$ cat config.mk
export PLATFORM = sky130hd
export DESIGN_NAME = bruin_physics_flat
export DESIGN_NICKNAME = d
export VERILOG_FILES = /design/src/rtl/bruin_physics_if.sv /design/src/rtl/bruin_physics.sv /design/src/flat_wrapper.sv
export SDC_FILE = /design/constraint.sdc
export NUM_CORES = 1
export LEC_CHECK = 0
export CORE_UTILIZATION = 30
export DETAILED_ROUTE_END_ITERATION = 12
export PLACE_DENSITY = 0.48
export SLEW_MARGIN = 40
export SYNTH_ARGS = -nofsm -noshare
export SYNTH_HDL_FRONTEND = slang
export SYNTH_SLANG_ARGS = --single-unit
$ cat constraint.sdc
create_clock -name clk_100MHz -period 8.75 [get_ports clk_100MHz]
set_input_delay 2.1875 -clock clk_100MHz [delete_from_list [all_inputs] [get_ports clk_100MHz]]
set_output_delay 2.1875 -clock clk_100MHz [all_outputs]
set_load 0.1 [all_outputs]
$ cat src/rtl/bruin_physics_if.sv
// bruin_physics_if: game-control inputs and sprite-motion outputs of the player physics block
interface bruin_physics_if #(
  parameter int Y_W = 9,
  parameter int V_W = 8
);
  logic                  i_frame_tick;
  logic                  i_flap;
  logic                  i_game_start;
  logic                  i_lose;
  logic                  i_restart;
  logic [Y_W-1:0]        o_x;
  logic [Y_W-1:0]        o_y;
  logic signed [V_W-1:0] o_vel;
  logic [1:0]            o_state;
  logic                  o_flapped;
  logic                  o_game_over;
  modport master (
    output i_frame_tick, i_flap, i_game_start, i_lose, i_restart,
    input  o_x, o_y, o_vel, o_state, o_flapped, o_game_over
  );
  modport slave (
    input  i_frame_tick, i_flap, i_game_start, i_lose, i_restart,
    output o_x, o_y, o_vel, o_state, o_flapped, o_game_over
  );
endinterface

$ cat src/rtl/bruin_physics.sv
// bruin_physics: fixed-point player height integration with gravity, flap impulse, ceiling clamp and floor death
module bruin_physics #(
  parameter int Y_W      = 9,
  parameter int FRAC     = 4,
  parameter int V_W      = 8,
  parameter int X_POS    = 200,
  parameter int Y_INIT   = 240,
  parameter int Y_MIN    = 10,
  parameter int Y_MAX    = 470,
  parameter int GRAVITY  = 4,
  parameter int FLAP_VEL = 48,
  parameter int VMAX     = 96,
  parameter int COOLDOWN = 6
) (
  input logic clk_100MHz,
  input logic rst_n,
  bruin_physics_if.slave bus
);
  localparam int PW = Y_W + FRAC;
  localparam int SW = PW + 2;
  localparam int CW = (COOLDOWN > 0) ? $clog2(COOLDOWN + 1) : 1;
  localparam logic [PW-1:0] L_INIT = PW'(Y_INIT << FRAC);
  localparam logic [PW-1:0] L_TOP_U = PW'(Y_MIN << FRAC);
  localparam logic [PW-1:0] L_BOT_U = PW'(Y_MAX << FRAC);
  localparam logic signed [SW-1:0] L_TOP = SW'(Y_MIN << FRAC);
  localparam logic signed [SW-1:0] L_BOT = SW'(Y_MAX << FRAC);
  localparam logic signed [V_W:0] L_VMAX = (V_W+1)'(VMAX);
  localparam logic signed [V_W:0] L_GRAV = (V_W+1)'(GRAVITY);
  localparam logic signed [V_W-1:0] L_FLAP = V_W'(-FLAP_VEL);
  typedef enum logic [1:0] {IDLE, PLAY, DYING, OVER} state_t;
  state_t                r_state, w_state_n;
  logic [PW-1:0]         r_pos, w_pos_phys;
  logic signed [V_W-1:0] r_vel, w_vel_n, w_vel_phys;
  logic [CW-1:0]         r_cd, w_cd_n;
  logic                  r_pend, r_flapped;
  logic [2:0]            r_sync;
  logic                  w_rise, w_run, w_do_flap, w_ceil, w_floor, w_restart;
  logic signed [V_W:0]   w_vg;
  logic signed [SW-1:0]  w_pos_n;
  // One frame of physics: flap or gravity, integrate, then clamp at ceiling/floor
  always_comb begin
    w_rise     = r_sync[1] & ~r_sync[2];
    w_run      = bus.i_frame_tick && (r_state == PLAY || r_state == DYING);
    w_do_flap  = w_run && r_state == PLAY && !bus.i_lose && r_pend && r_cd == '0;
    w_vg       = $signed({r_vel[V_W-1], r_vel}) + L_GRAV;
    w_vel_n    = w_do_flap ? L_FLAP : (w_vg > L_VMAX) ? V_W'(VMAX) : w_vg[V_W-1:0];
    w_cd_n     = w_do_flap ? CW'(COOLDOWN) : (r_cd != '0) ? r_cd - CW'(1) : r_cd;
    w_pos_n    = $signed({2'b00, r_pos}) + SW'(w_vel_n);
    w_ceil     = w_pos_n <= L_TOP;
    w_floor    = w_pos_n >= L_BOT;
    w_pos_phys = w_ceil ? L_TOP_U : w_floor ? L_BOT_U : w_pos_n[PW-1:0];
    w_vel_phys = (w_ceil || w_floor) ? '0 : w_vel_n;
    w_restart  = r_state == OVER && bus.i_restart;
  end
  // Game phase sequencing; a floor hit outranks a same-cycle lose
  always_comb begin
    w_state_n = (r_state == IDLE && bus.i_game_start) ? PLAY :
                (w_run && w_floor)                    ? OVER :
                (r_state == PLAY && bus.i_lose)       ? DYING :
                w_restart                             ? IDLE : r_state;
  end
  // Phase register
  always_ff @(posedge clk_100MHz or negedge rst_n) begin
    if (!rst_n) r_state <= IDLE;
    else        r_state <= w_state_n;
  end
  // Flap synchroniser/capture and motion state; restart reloads the power-on values
  always_ff @(posedge clk_100MHz or negedge rst_n) begin
    if (!rst_n) begin
      r_sync    <= '0;
      r_pend    <= 1'b0;
      r_flapped <= 1'b0;
      r_pos     <= L_INIT;
      r_vel     <= '0;
      r_cd      <= '0;
    end else begin
      r_sync    <= {r_sync[1:0], bus.i_flap};
      r_pend    <= r_state == PLAY && w_state_n == PLAY && !bus.i_frame_tick && (r_pend || w_rise);
      r_flapped <= w_do_flap;
      if (w_restart) begin
        r_pos <= L_INIT;
        r_vel <= '0;
        r_cd  <= '0;
      end else if (w_run) begin
        r_pos <= w_pos_phys;
        r_vel <= w_vel_phys;
        r_cd  <= w_cd_n;
      end
    end
  end
  assign bus.o_x         = Y_W'(X_POS);
  assign bus.o_y         = r_pos[PW-1:FRAC];
  assign bus.o_vel       = r_vel;
  assign bus.o_state     = r_state;
  assign bus.o_flapped   = r_flapped;
  assign bus.o_game_over = r_state == OVER;
endmodule

$ cat src/flat_wrapper.sv
// flat-port wrapper written by rule: the top's interface ports become plain ports
module bruin_physics_flat 
#(
  parameter int Y_W      = 9,
  parameter int FRAC     = 4,
  parameter int V_W      = 8,
  parameter int X_POS    = 200,
  parameter int Y_INIT   = 240,
  parameter int Y_MIN    = 10,
  parameter int Y_MAX    = 470,
  parameter int GRAVITY  = 4,
  parameter int FLAP_VEL = 48,
  parameter int VMAX     = 96,
  parameter int COOLDOWN = 6
)
  (clk_100MHz, rst_n, bus_i_frame_tick, bus_i_flap, bus_i_game_start, bus_i_lose, bus_i_restart, bus_o_x, bus_o_y, bus_o_vel, bus_o_state, bus_o_flapped, bus_o_game_over);
  bruin_physics_if #(.Y_W(Y_W), .V_W(V_W)) bus_i ();
  input logic clk_100MHz;
  input logic rst_n;
  input wire logic [$bits(bus_i.i_frame_tick)-1:0] bus_i_frame_tick;
  input wire logic [$bits(bus_i.i_flap)-1:0] bus_i_flap;
  input wire logic [$bits(bus_i.i_game_start)-1:0] bus_i_game_start;
  input wire logic [$bits(bus_i.i_lose)-1:0] bus_i_lose;
  input wire logic [$bits(bus_i.i_restart)-1:0] bus_i_restart;
  output wire logic [$bits(bus_i.o_x)-1:0] bus_o_x;
  output wire logic [$bits(bus_i.o_y)-1:0] bus_o_y;
  output wire logic [$bits(bus_i.o_vel)-1:0] bus_o_vel;
  output wire logic [$bits(bus_i.o_state)-1:0] bus_o_state;
  output wire logic [$bits(bus_i.o_flapped)-1:0] bus_o_flapped;
  output wire logic [$bits(bus_i.o_game_over)-1:0] bus_o_game_over;
  assign bus_i.i_frame_tick = bus_i_frame_tick;
  assign bus_i.i_flap = bus_i_flap;
  assign bus_i.i_game_start = bus_i_game_start;
  assign bus_i.i_lose = bus_i_lose;
  assign bus_i.i_restart = bus_i_restart;
  assign bus_o_x = bus_i.o_x;
  assign bus_o_y = bus_i.o_y;
  assign bus_o_vel = bus_i.o_vel;
  assign bus_o_state = bus_i.o_state;
  assign bus_o_flapped = bus_i.o_flapped;
  assign bus_o_game_over = bus_i.o_game_over;
  bruin_physics #(.Y_W(Y_W), .FRAC(FRAC), .V_W(V_W), .X_POS(X_POS), .Y_INIT(Y_INIT), .Y_MIN(Y_MIN), .Y_MAX(Y_MAX), .GRAVITY(GRAVITY), .FLAP_VEL(FLAP_VEL), .VMAX(VMAX), .COOLDOWN(COOLDOWN)) u_core (.clk_100MHz(clk_100MHz), .rst_n(rst_n), .bus(bus_i));
endmodule
# Word level (Yosys, flattened, before mapping)
# Cells that the tools add are included.
# totals
reg_bits,31
output_inout_bits,30
# classes
n_addsub,3
magnitude_cmp,3
eq_ne,4
muxes,17
n_bitwise,2
n_reduce_logical,23
# ops
operator,n
$mux 13,4
$mux 8,5
$add 14x8->15,1
$ge 15x14->1 const B,1
$le 15x9->1 const B,1
$logic_and 1x1->1,12
$mux 3,4
$add 8x4->9 const B,1
$gt 9x8->1 const B,1
$mux 2,4
$reduce_bool 3->1,2
$eq 2x1->1 const B,2
$eq 2x2->1 const B,2
$logic_not 3->1,1
$logic_or 1x1->1,3
$sub 3x1->3 const B,1
$logic_not 1->1,2
$logic_not 2->1,1
$reduce_and 2->1,1
$reduce_bool 2->1,1
$and 1x1->1,1
$not 1->1,1

# Longest topological paths before layout
# Gate-level depths: netlist of the first run.
# depth
ltp_word,17
ltp_mapped,20
depth_no_buf,19

# Worst setup path after synthesis of the first run
# Ideal clock, no wire load.
# synth_timing
kind,input to register
startpoint,input port bus_i_frame_tick
endpoint,register u_core.r_vel[4] (netlist: u_core.bus.o_vel[4])
setup_time_ps,124
arrival_ps,5317
required_time_ps,8626
path_slack_ps,3310
cell_stages,18
path_buffers,2
path_cell_list,and2_1 -> buf_2 -> nand3_1 -> inv_1 -> nor2_1 -> and2_1 -> ha_1 -> inv_1 -> fa_1 -> nand2b_1 -> a21oi_1 -> a211oi_1 -> xor2_1 -> a21boi_0 -> nand4_1 -> nor4b_4 -> buf_6 -> a22o_1
# synth_via
elab_chain_cells,12
# synth_rtl
item,line,text
from (decl),flat_wrapper.sv:20,input wire logic [$bits(bus_i.i_frame_tick)-1:0] bus_i_frame_tick;
$logic_and 1x1->1 (*),bruin_physics.sv:43,w_run = bus.i_frame_tick && (r_state == PLAY || r_state == DYING);
$logic_and 1x1->1 (*) (4 in a row),bruin_physics.sv:44,w_do_flap = w_run && r_state == PLAY && !bus.i_lose && r_pend && r_cd == '0;
named net u_core.w_do_flap,bruin_physics.sv:37,"logic w_rise, w_run, w_do_flap, w_ceil, w_floor, w_restart;"
$mux 8 (*),bruin_physics.sv:46,w_vel_n = w_do_flap ? L_FLAP : (w_vg > L_VMAX) ? V_W'(VMAX) : w_vg[V_W-1:0];
$add 14x8->15,bruin_physics.sv:48,"w_pos_n = $signed({2'b00, r_pos}) + SW'(w_vel_n);"
$le 15x9->1 / $ge 15x14->1 (equally long branches),"bruin_physics.sv:49, bruin_physics.sv:50",
$logic_or 1x1->1,bruin_physics.sv:52,w_vel_phys = (w_ceil || w_floor) ? '0 : w_vel_n;
$mux 8 (*),bruin_physics.sv:52,
$mux 8 (*),bruin_physics.sv:84,end else if (w_run) begin
$mux 8 (*),bruin_physics.sv:80,if (w_restart) begin
to (signal assigned),bruin_physics.sv:86,r_vel <= w_vel_phys;
to (decl),bruin_physics.sv:33,"logic signed [V_W-1:0] r_vel, w_vel_n, w_vel_phys;"
# The timed path passes the listed nets; every way through them passes the cells marked *. The select of a mux whose other input is x is not followed.
# A chain may end at the register's enable or synchronous reset.

# Worst setup path in the final report of the first run
# layout_timing
startpoint,input port bus_i_frame_tick
endpoint,register u_core.r_vel[0] (netlist: u_core.bus.o_vel[0])
# The elaborated chain is that of the path after synthesis.

==> flow_summary.toml, run 1 <==
[outcome]
status = "finished clean"

[critical_path]
reg2regPathDepth = 18
worstPathRequired_ps = 8970
cp-endpoint = "u_core.bus.o_vel[0]"
cp_max_fo = 12
rrSetupSlack_ps = 3550
arrival_ps = 6810
crit_type = "input port to flip-flop"
r2r_start = "u_core.bus.o_vel[2]"
worst_setup_path_end_kind = "flip-flop"
start_kind = "input port"
rr_endpoint = "u_core.bus.o_vel[0]"
crit_start = "bus_i_frame_tick"

[die]
start_util_pct = 31.4
rows = 33
die_h_um = 95.2
io_pins = 37
core-area_mm2 = 0.00830
dieArea_mm2 = 0.00907
die_width_um = 95.2

[grt]
grt_max_degree = 32
grt_usage_pct = 15.5
antenna_found_initial = 0
grt_pass1_vias = 2146
overflow = 0
grt_pass1_wl_mm = 10.8

[routing]
wl_met1_mm = 3.22
wl_met2_mm = 2.98
wl_mm = 6.51
dr.pass1.iters = 4
drt_iter0_drc = 89
highest_layer = "met4"
dr_wl_met3_um = 157
drc = 0
ant_nets = 0
num_vias = 2182
wl_per_cell_um = 15.6
routed_via_density = 5.22

[min_path]
min_path_type = "flip-flop to flip-flop"

[sta]
relSlewSlack_pct = 46.9
max_clock_freq_mhz = 152
fin_crit_ps = 6600
tightest_slew_ps = 791
rsz0062_at_grt = "false"
finalCritPeriodShare_pct = 75.4
finalSetupViolCount = 0
maxSlewViolCount = 0
hold_viol = 0
finalWorstSetupSlack_ps = 2150
setup-tns-final_ps = 0
clock-skew-final_ps = 4.62

[power]
sw_frac_of_total_pct = 57.2
power_frac_seq_pct = 21.3
p_sw_uw = 647
intPower_uw = 484
p_clk_share_pct = 11.0
p_leak_uw = 0.00129
vdd_drop_max_mv = 0.140
combPwrFrac_pct = 67.7
p_per_area_mw_per_mm2 = 396

[cts]
clk_latency_ps = 280
path_clk_slew_ps = 60
cts_max_path_buffers = 2
cts_tree = "built"
root_buffer = "clkbuf_8"
post_cts_buffers = 0
post_cts_resize_count = 0
h-tree-depth = 2
clock-sinks = 31
cts-hold-fix-buffers = 0
cts_buffers = 5

[logic_synthesis]
ys.warnings.count = 0
synth-seq-cells = 31
synth_ff_type = "dfrtp_1"
syn_area_mm2 = 0.00261
ys_types = 68
synth_cells = 297
ys_seq_area_share_pct = 29.9
synth.avg_cell_area_um2 = 8.78
synth-edff-count = 0
async_flop_share_pct = 100

[place]
preCtsSetupSlack_ps = 1890
io_buffers = 27
gp_congestion = 0.838
dp_hpwl_mm = 5.04
dp.cells = 410

[run]
max_cap_violations = 0

[finish]
final_common_cell = "dfrtp_1"
syn_to_final_growth_pct = 9.45
fin_cells = 418
diodes = 0
drive_above_1_share_pct = 15.7
fillers = 894
fin_nets = 340
final_cell_mix = "dfrtp_1 (27), nor2_1 (21), a21oi_1 (21), buf_2 (21)"
kinds of logic after synthesis:
logic type / after synthesis / synth area share (%)
AO/OA/AOI/OAI: 97 / 26.7
AND/OR/NAND/NOR: 89 / 18.0
buffers and inverters: 44 / 9.60
flip-flops: 31 / 29.9
adder cells (fa/ha/maj): 22 / 10.7
XOR/XNOR: 11 / 4.27
other: 2 / 0.288
multiplexers: 1 / 0.432
power by group through the flow:
stage / logic (uW) / clock network, uW / registers (uW)
after floorplan: 587 / 0 / 310
after global placement: 798 / 0 / 245
after detailed placement: 767 / 0 / 243
after CTS: 768 / 128 / 242
after global routing: 830 / 136 / 247
final: 765 / 124 / 241
worst min-delay path by stage:
stage / start / end / depth (start not counted)
2_1_floorplan: u_core.r_sync[0] / u_core.r_sync[1] / 0
3_3_place_gp: u_core.r_sync[0] / u_core.r_sync[1] / 0
3_5_place_dp: u_core.r_sync[0] / u_core.r_sync[1] / 0
4_1_cts: u_core.r_sync[0] / u_core.r_sync[1] / 0
5_1_grt: u_core.r_sync[0] / u_core.r_sync[1] / 0
6_report: u_core.r_sync[0] / u_core.r_sync[1] / 0
registers in the layout (all words and copies together), names as in the netlist:
name                  count
u_core.bus.o_state        2
u_core.bus.o_flapped      1
u_core.r_sync             3
u_core.r_pend             1
u_core.r_cd               3
u_core.r_pos             13
u_core.bus.o_vel          8
metrics by stage:
step	utilization [%]	hold WS (ps)	total power, uW	instance area, um2
detailed placement	33.2	338	1010	2750
global route	34.4	370	1210	2850
CTS	34.4	353	1140	2850
floorplan	-	331	897	2630
finish	34.4	351	1130	2850
global placement	34.4	338	1040	2860
layer usage:
layer | vias up | GRT usage [%]
met3 | 11 | 1.83
met5 | - | 0
met4 | 0 | 6.69
met2 | 43 | 25.1
li1 | 1083 | -
met1 | 1045 | 20.6
cell usage after synthesis, types with 5 or more instances:
library cell	n	area (um2)
nand2_1	20	75.1
buf_4	18	135
dfrtp_1	27	676
a22o_1	10	87.6
a21oi_1	21	105
nor3_1	5	25.0
xnor2_1	5	43.8
a31oi_1	5	31.3
nor2_1	22	82.6
and2_1	9	56.3
a211oi_1	7	52.6
o21ai_0	13	65.1
clkbuf_1	5	18.8
nand3_1	9	45.0
ha_1	20	250
inv_1	17	63.8
worst max-delay path, stage by stage:
cell             delay, ps
clkdlybuf4s50_1        440
and2_1                 300
nand3_1                180
inv_1                  100
nor2_1                 250
and2_1                 210
ha_1                   210
inv_1                   70
fa_1                   410
nand2b_1               210
a21oi_1                440
a2111oi_0              270
o21ai_0                290
a211oi_1               110
a21boi_2               200
nor4b_4                670
a22o_2                 260
area by class of cell:
cell class,count,area [um2],share of cell area (%)
clock buffers,8,100,3.51
inverters,17,63.8,2.24
multi-input cells,229,1610,56.2
flip-flops and latches,31,781,27.4
well taps,105,131,4.60
repair buffers,28,173,6.05
Power figures use the tool's default switching activity.
==> inputs of run 2 (changes only) <==
--- a/config.mk
+++ b/config.mk
@@ -7,7 +7,7 @@
 export LEC_CHECK = 0
 export CORE_UTILIZATION = 30
 export DETAILED_ROUTE_END_ITERATION = 12
-export PLACE_DENSITY = 0.48
+export PLACE_DENSITY = 0.5
 export SLEW_MARGIN = 40
 export SYNTH_ARGS = -nofsm -noshare
 export SYNTH_HDL_FRONTEND = slang
==> constraint.sdc (replaced) <==
create_clock -name clk_100MHz -period 6 [get_ports clk_100MHz]
set_input_delay 1.5 -clock clk_100MHz [delete_from_list [all_inputs] [get_ports clk_100MHz]]
set_output_delay 1.5 -clock clk_100MHz [all_outputs]
set_load 0.1 [all_outputs]
==> run 2 against run 1 <==
Effect of this change: global-route usage rose by 0.11 points; critical path depth did not move; utilization rose by 0.21 points; flip-flop and latch count did not move; sequential power rose by 45%; total power rose by 45%; count of clock-buffer cells in the layout did not move; cell area rose by 0.61%; sequential share of layout area fell by 0.17 points; clock skew rose by 5.1 ps.
==> flow_summary.toml, run 2 (same netlist as run 1, synthesis figures left out) <==
[cts]
clock-sinks = 31
clk_latency_ps = 290
path_clk_slew_ps = 60
cts_max_path_buffers = 2
post_cts_buffers = 0
h-tree-depth = 2
post_cts_resize_count = 0
cts-hold-fix-buffers = 0
cts_tree = "built"
cts_buffers = 5
root_buffer = "clkbuf_8"

[finish]
utilization_pct = 34.6
syn_to_final_growth_pct = 10.1
largest_reg_flops = 13
final_cell_mix = "dfrtp_1 (27), nor2_1 (21), a21oi_1 (21), buf_2 (21)"
multi_input_area_mm2 = 0.00161
fin_nets = 345
drive_above_1_share_pct = 16.4
fillers = 905
diodes = 0
final_common_cell = "dfrtp_1"
register_area_um2 = 781
largest-register = "u_core.r_pos"

[die]
dieArea_mm2 = 0.00907
start_util_pct = 31.4
rows = 33
core-area_mm2 = 0.00830
die_h_um = 95.2
io_pins = 37
die_width_um = 95.2

[place]
io_buffers = 27
gp_congestion = 0.797
dp_hpwl_mm = 5.14

[critical_path]
max_stage_delay_ps = 660
start_kind = "input port"
critPathSlowestCell = "nor4b_4"
worst_setup_path_end_kind = "flip-flop"
worstPathRequired_ps = 6210
crit_type = "input port to flip-flop"
path_cells = "clkdlybuf4s50_1 -> and2_1 -> nand3_1 -> inv_1 -> nor2_1 -> and2_1 -> ha_1 -> inv_1 -> fa_1 -> nand2b_1 -> a21oi_1 -> a211oi_1 -> xor2_1 -> a211oi_1 -> a21boi_2 -> nor4b_4 -> a22o_1"
cp_max_fo = 12
arrival_ps = 5690

[sta]
setup-tns-final_ps = 0
fin_crit_ps = 5480
clock-skew-final_ps = 9.76
hold_viol = 0
tightest_slew_ps = 776
rsz0062_at_grt = "false"
maxSlewViolCount = 0
finalSetupViolCount = 0
finalCritPeriodShare_pct = 91.3
relSlewSlack_pct = 47.9
max_clock_freq_mhz = 182

[routing]
wl_mm = 6.66
wl_per_cell_um = 15.7
drc = 0
num_vias = 2258
dr.pass1.iters = 4
ant_nets = 0
routed_via_density = 5.34
drt_iter0_drc = 102

[grt]
grt_max_degree = 32
grt_pass1_wl_mm = 10.7
grt_usage_pct = 15.6
overflow = 0
antenna_found_initial = 0
grt_pass1_vias = 2141

[run]
max_cap_violations = 0

[min_path]
min_path_type = "flip-flop to flip-flop"

[outcome]
status = "finished clean"

[power]
p_leak_uw = 0.00130
vdd_drop_max_mv = 0.170
p_per_area_mw_per_mm2 = 572
run 2: worst paths after layout:
kind	startpoint	end	slack [ps]	cells after the start
hold / removal	u_core.r_sync[0]	u_core.r_sync[1]	350	0
hold reg to reg	u_core.r_sync[0]	u_core.r_sync[1]	350	0
min in group asynchronous	rst_n	u_core.r_cd[0]	1610	2
setup reg to reg	u_core.bus.o_vel[2]	u_core.bus.o_vel[3]	1070	18
max in group asynchronous	rst_n	u_core.r_pos[9]	4070	2
setup / recovery	bus_i_frame_tick	u_core.bus.o_vel[3]	520	17
run 2: stage by stage:
| step | hold WS, ps | power, uW | instance area [um2] | setup slack, ps | cells |
|---|---|---|---|---|---|
| final | 355 | 1640 | 2870 | 519 | 423 |
| after global routing | 363 | 1760 | 2870 | 128 | 423 |
| after CTS | 357 | 1650 | 2870 | 516 | 423 |
| after detailed placement | 343 | 1490 | 2790 | 231 | 415 |
| after global placement | 334 | 1540 | 2890 | 255 | 415 |
| after floorplan | 331 | 1310 | 2630 | 1130 | 304 |
run 2: cell type report:
class	instances	share of cell area, %
flip-flops and latches	31	27.2
multi-input cells	229	55.9
well taps	105	4.58
clock buffers	8	2.79
repair buffers	33	7.32
inverters	17	2.22
run 2: routing by layer:
metal / track usage [%] / share of wire [%] / vias to the layer above
met4: 5.93 / 1.9 / 0
met2: 24.8 / 45 / 54
li1: - / - / 1108
met5: 0 / 0 / -
met1: 21.0 / 49 / 1086
met3: 2.55 / 3.8 / 10
run 2: critical path: cells and delay by family:
kind                     cells  cell delay (ps)
AO/OA/AOI/OAI                5             1030
XOR/XNOR                     1              350
adder cells (fa/ha/maj)      2              600
buffers and inverters        3              590
AND/OR/NAND/NOR              6             1610
run 2: power by group:
group	switching [uW]	leakage, uW	internal, uW
Clock	77.9	0.0000395	82.4
Combinational	799	0.000873	333
Sequential	67.9	0.000390	282
Total	945	0.00130	697
